File: config.mk
export PLATFORM = sky130hd
export DESIGN_NAME = reg_scoreboard
export DESIGN_NICKNAME = d
export VERILOG_FILES = /design/src/rtl/reg_scoreboard.sv
export SDC_FILE = /design/constraint.sdc
export NUM_CORES = 1
export LEC_CHECK = 0
export ABC_CLOCK_PERIOD_IN_PS = 4200
export BUFFER_PORTS_ARGS = -buffer_cell sky130_fd_sc_hd__buf_2
export CAP_MARGIN = 10
export CELL_PAD_IN_SITES_DETAIL_PLACEMENT = 2
export CELL_PAD_IN_SITES_GLOBAL_PLACEMENT = 2
export CORE_ASPECT_RATIO = 0.75
export CORE_MARGIN = 3
export CORE_UTILIZATION = 30
export CTS_BUF_LIST = sky130_fd_sc_hd__clkbuf_4 sky130_fd_sc_hd__clkbuf_8 sky130_fd_sc_hd__clkbuf_16
export DETAILED_ROUTE_END_ITERATION = 6
export GPL_TIMING_DRIVEN = 0
export PLACE_DENSITY = 0.81
export SYNTH_ARGS = -nofsm -noshare
export SYNTH_HDL_FRONTEND = slang
export SYNTH_SLANG_ARGS = --single-unit
File: constraint.sdc
create_clock -name clk -period 4.2 [get_ports clk]
set_input_delay 1.05 -clock clk [delete_from_list [all_inputs] [get_ports clk]]
set_output_delay 1.05 -clock clk [all_outputs]
set_load 0.02 [all_outputs]
File: src/rtl/reg_scoreboard.sv
// Register scoreboard: per-register pending-write counters gate operand reads in decode.
// Optional macro SCOREBOARD_WB_BYPASS_EN releases a hazard in the cycle its last writeback commits.
module reg_scoreboard #(
   parameter int ADDR_LEN  = 5,
   parameter int REG_COUNT = 32,
   parameter int CNT_W     = 2
) (
   input  logic                 clk,
   input  logic                 rst,
   input  logic                 flush,
   input  logic                 issueEn,
   input  logic                 issueWrites,
   input  logic [ADDR_LEN-1:0]  issueDest,
   input  logic [ADDR_LEN-1:0]  src1,
   input  logic [ADDR_LEN-1:0]  src2,
   input  logic                 src1Used,
   input  logic                 src2Used,
   input  logic                 wbEn,
   input  logic [ADDR_LEN-1:0]  wbDest,
   output logic                 stall,
   output logic                 issueAccept,
   output logic [REG_COUNT-1:0] busyVec,
   output logic                 ovfErr,
   output logic                 udfErr
);

   localparam logic [CNT_W-1:0] CNT_MAX = '1;
   localparam logic [CNT_W-1:0] CNT_ONE = CNT_W'(1);

   logic [CNT_W-1:0]     count [REG_COUNT];
   logic [REG_COUNT-1:0] inc_vec;
   logic [REG_COUNT-1:0] dec_vec;
   logic [REG_COUNT-1:0] busy_stall;
   logic [REG_COUNT-1:0] ovf_vec;
   logic [REG_COUNT-1:0] udf_vec;
   logic                 issue_wr;

   // Saturating step; a same-cycle increment and decrement cancel out.
   function automatic logic [CNT_W-1:0] sat_step(input logic [CNT_W-1:0] c,
                                                 input logic inc, input logic dec);
      if (inc && !dec && c != CNT_MAX) return c + 1'b1;
      if (dec && !inc && c != '0)      return c - 1'b1;
      return c;
   endfunction

   assign issueAccept = issueEn & ~stall & ~flush;
   assign issue_wr    = issueAccept & issueWrites;

   // Register 0 is never tracked, so its decode bits stay low.
   always_comb begin
      inc_vec = '0;
      dec_vec = '0;
      ovf_vec = '0;
      udf_vec = '0;
      busyVec = '0;
      for (int r = 1; r < REG_COUNT; r++) begin
         inc_vec[r] = issue_wr && (issueDest == ADDR_LEN'(r));
         dec_vec[r] = wbEn && (wbDest == ADDR_LEN'(r));
         ovf_vec[r] = inc_vec[r] && !dec_vec[r] && (count[r] == CNT_MAX);
         udf_vec[r] = dec_vec[r] && !inc_vec[r] && (count[r] == '0);
         busyVec[r] = (count[r] != '0);
      end
   end

   always_comb begin
      busy_stall = '0;
      for (int r = 1; r < REG_COUNT; r++) begin
`ifdef SCOREBOARD_WB_BYPASS_EN
         busy_stall[r] = busyVec[r] && !((count[r] == CNT_ONE) && dec_vec[r]);
`else
         busy_stall[r] = busyVec[r];
`endif
      end
   end

   assign stall = issueEn & ((src1Used & busy_stall[src1]) | (src2Used & busy_stall[src2]));

   always_ff @(posedge clk) begin
      for (int r = 0; r < REG_COUNT; r++) begin
         if (rst || flush || r == 0) count[r] <= '0;
         else                        count[r] <= sat_step(count[r], inc_vec[r], dec_vec[r]);
      end
   end

   // Error flags are sticky through flush; only reset clears them.
   always_ff @(posedge clk) begin
      if (rst) begin
         ovfErr <= 1'b0;
         udfErr <= 1'b0;
      end else if (!flush) begin
         ovfErr <= ovfErr | (|ovf_vec);
         udfErr <= udfErr | (|udf_vec);
      end
   end

endmodule

==> summary.json <==
{
  "netlist_area": {"value": 5250, "unit": "um2"},
  "cts_h_tree_depth": {"value": 3},
  "start_util": {"value": 30.9, "unit": "%"},
  "crit_end": {"value": "ovfErr$_SDFFE_PP0N_"},
  "drv_cap": {"value": 0},
  "yosysWarningCount": {"value": 0},
  "number_of_clock_sinks_seen_by_cts": {"value": 64},
  "synth_cell_type_count": {"value": 67},
  "power_switching_share": {"value": 29.8, "unit": "%"},
  "avgRoutedWirePerCell": {"value": 25.6, "unit": "um"},
  "synth_flop_cell": {"value": "dfxtp_1"},
  "placed_cells": {"value": 1078},
  "run_status": {"value": "finished with violations"},
  "grt_pass1_vias": {"value": 6766},
  "synthToLayoutAreaGrowth": {"value": 21.3, "unit": "%"},
  "max_freq": {"value": 234, "unit": "MHz"},
  "critical_path.startpoint_type": {"value": "input pin"},
  "n_fill_cell": {"value": 2046},
  "crit_start": {"value": "src2[2]"},
  "timing.clock.skew": {"value": 0.00747, "unit": "ns"},
  "final_hold_viol_count": {"value": 0},
  "worst-path-max-fanout": {"value": 10},
  "r2r_end": {"value": "ovfErr$_SDFFE_PP0N_"},
  "drt-vias-per-instance": {"value": 6.13},
  "synth_seq_cells": {"value": 64},
  "worstMarginPinSlew": {"value": 1.20, "unit": "ns"},
  "instances_no_fill": {"value": 1102},
  "boundaryPins": {"value": 64},
  "global_route_wire_length_before_repair": {"value": 42200, "unit": "um"},
  "timing.rr.start": {"value": "count[1][10]$_SDFFE_PP0P_"},
  "final-setup-viol-count": {"value": 1},
  "track_usage": {"value": 29.1, "unit": "%"},
  "critPathArrivalTime": {"value": 4.58, "unit": "ns"},
  "via_count": {"value": 6750},
  "clkLatencyLatePin": {"value": 0.36, "unit": "ns"},
  "setup_total_negative_slack": {"value": -0.0766, "unit": "ns"},
  "power.density_cell_area": {"value": 283, "unit": "nW/um2"},
  "drive_above_1_share": {"value": 15.9, "unit": "%"},
  "post-route-util": {"value": 37.5, "unit": "%"},
  "reg2reg_depth": {"value": 13},
  "core": {"value": 17000, "unit": "um2"},
  "syn_nets": {"value": 810},
  "cts_buffers": {"value": 9},
  "reg2reg_setup_slack": {"value": 0.04, "unit": "ns"},
  "worst_slack": {"value": -0.0766, "unit": "ns"},
  "cellInternalPower": {"value": 1270, "unit": "uW"},
  "seq_power_share": {"value": 33.8, "unit": "%"},
  "rows": {"value": 41},
  "drt_pre_antenna_iters": {"value": 5},
  "clkPwrFrac": {"value": 51.6, "unit": "%"},
  "cts_root_buf": {"value": "clkbuf_16"},
  "detail-route-antenna-nets": {"value": 0},
  "detailedPlacementHpwl": {"value": 21000, "unit": "um"},
  "antenna_found_initial": {"value": 0},
  "layout.nets": {"value": 889},
  "async_set_reset_flop_share_out_of_synthesis": {"value": 0, "unit": "%"},
  "grt-ovfl-total": {"value": 0},
  "die_span_y": {"value": 121, "unit": "um"},
  "max-clock-path-buffers": {"value": 2},
  "grt_max_degree": {"value": 13},
  "timing.final.max_slew_violations": {"value": 0},
  "min_path_type": {"value": "flip-flop to flip-flop"},
  "diodes_inserted": {"value": 0},
  "timing.setup.critical_path_class": {"value": "input pin to flip-flop"},
  "clkSlewWorstSetupHoldPaths": {"value": 0.07, "unit": "ns"},
  "post_synth_inst_count": {"value": 782},
  "rsz_0062_raised_after_global_routing": {"value": "true"},
  "finalCritPeriodShare": {"value": 102, "unit": "%"},
  "required": {"value": 4.50, "unit": "ns"},
  "totalWireLength": {"value": 28200, "unit": "um"},
  "tritoncts_clock_tree": {"value": "built"},
  "vdd_ir_drop_max": {"value": 0.000196, "unit": "V"},
  "globalplace.congestion": {"value": 0.948},
  "finalHoldWorstSlack": {"value": 0.468, "unit": "ns"},
  "slew_headroom": {"value": 19.5, "unit": "%"},
  "total_switching_power": {"value": 538, "unit": "uW"},
  "failed_checks": {"value": "negative setup slack"},
  "p_comb_share": {"value": 14.7, "unit": "%"},
  "synth_sequential_area_ratio": {"value": 24.4, "unit": "%"},
  "drt_first_iter_violations": {"value": 842},
  "route.detailed.drc": {"value": 0},
  "place.port_buffers": {"value": 60},
  "p_leak": {"value": 0.00230, "unit": "uW"},
  "crit_path_end_kind": {"value": "flip-flop"},
  "total_die_area": {"value": 19100, "unit": "um2"},
  "chipWidth": {"value": 159, "unit": "um"},
  "synth-edff-count": {"value": 0},
  "syn-mean-instance-area": {"value": 6.71, "unit": "um2"},
  "min_period": {"value": 4.28, "unit": "ns"}
}
## cell type report
class                   count  area (um2)  area share [%]
clock buffers               9         225            3.54
well taps                 236         295            4.64
repair buffers             69         377            5.92
plain buffers              36         195            3.07
flip-flops and latches     64        1280            20.1
clock inverters             7         120            1.89
multi-input cells         642        3720            58.5
inverters                  39         146            2.30
## synthesized netlist by cell type (9+ instances only)
library cell | count | share of area (%)
nand2_1 | 97 | 6.9
nor2_1 | 84 | 6.0
o21ai_0 | 81 | 7.7
dfxtp_1 | 64 | 24
a21oi_1 | 59 | 5.6
nand3_1 | 55 | 5.2
inv_1 | 39 | 2.8
clkbuf_1 | 25 | 1.8
nor3_1 | 24 | 2.3
a31oi_1 | 20 | 2.4
nand2b_1 | 20 | 2.4
nand4_1 | 16 | 1.9
nor4_1 | 16 | 1.9
and3_1 | 12 | 1.4
nor2b_1 | 11 | 1.3
or2_2 | 11 | 1.3
nor3b_1 | 10 | 1.4
o21a_1 | 10 | 1.4
nand3b_1 | 9 | 1.3
## cells in the final DEF, fill, tap and decap left out, drive strengths merged, types with 6 or more instances in the layout
cell    netlist  final
a21oi        59     59
a31oi        20     20
and3         12     12
buf          12     81
clkbuf       25     33
dfxtp        64     64
inv          39     39
mux2i         6      6
mux4          7      7
nand2        98     98
nand2b       20     20
nand3        56     56
nand3b        9      9
nand4        17     17
nor2         84     84
nor2b        11     11
nor3         24     24
nor3b        10     10
nor4         16     16
o211ai        8      8
o21a         10     10
o21ai        84     84
o22ai         8      8
o31ai         9      9
or2          15     15
or3           7      7
## logic make-up (layout without fill, tap and decap cells)
logic type	Yosys count	count (layout)	synth area share, %
AOI/OAI and AO/OA	236	236	28.1
DFF	64	64	24.4
and+or+nand+nor	390	390	37.0
buffers and inverters	76	160	5.84
other	1	1	0.0715
muxes	15	15	4.58
## worst min path at each step
stage / start / to / slack [ns] / depth (start not counted)
floorplan: count[1][19]$_SDFFE_PP0P_ / count[1][18]$_SDFFE_PP0P_ / 0.45 / 2
global placement: udfErr$_SDFFE_PP0N_ / udfErr$_SDFFE_PP0N_ / 0.44 / 2
detailed placement: udfErr$_SDFFE_PP0N_ / udfErr$_SDFFE_PP0N_ / 0.44 / 2
CTS: udfErr$_SDFFE_PP0N_ / udfErr$_SDFFE_PP0N_ / 0.45 / 2
global route: udfErr$_SDFFE_PP0N_ / udfErr$_SDFFE_PP0N_ / 0.48 / 2
finish: udfErr$_SDFFE_PP0N_ / udfErr$_SDFFE_PP0N_ / 0.47 / 2
## power by group through the flow
| stage | Sequential (uW) | Combinational, uW | Clock, uW |
|---|---|---|---|
| floorplan | 624 | 122 | 0 |
| global route | 609 | 275 | 961 |
| global placement | 623 | 221 | 0 |
| CTS | 609 | 253 | 937 |
| detailed placement | 623 | 225 | 0 |
| finish | 609 | 264 | 931 |
## metal layers
metal,track usage [%],up-vias,wire length [um]
li1,-,3020,-
met1,40.9,3374,12800
met2,44.5,307,12200
met3,6.47,49,2400
met4,9.19,0,753
met5,0,-,0
## worst max-delay path, cell delays in order
cell and delay (ns):
buf_2 0.22, nor3b_1 0.41, o21ai_0 0.16, nand3_1 0.11, nand4_1 0.16, a311oi_4 0.33
buf_4 0.25, nand4_2 0.35, clkbuf_1 0.41, nor4_2 0.69, a31oi_1 0.08, nand3_1 0.19
o31a_1 0.15
## registers in the layout (all words and copies together), names as in the netlist
signal	count
count	62
udfErr	1
ovfErr	1
## through the flow
| step | power, uW | instance area (um2) | worst slack [ns] |
|---|---|---|---|
| 2_1_floorplan | 746 | 5260 | 0.0230 |
| 3_3_place_gp | 844 | 5850 | -0.710 |
| 3_5_place_dp | 848 | 5850 | -0.769 |
| 4_1_cts | 1800 | 6340 | 0.0180 |
| 5_1_grt | 1850 | 6360 | -0.114 |
| 6_report | 1800 | 6360 | -0.0766 |
## what timing repair did
item / 4_1_cts / 5_1_grt
cloned: 0 / 0
endpoints found under the setup margin: 4 / 7
resized for setup: 24 / 12
setup buffers: 8 / 1
hold buffers: 0 / 0
pin swaps: 6 / 4
(Power assumes the default switching activity.)
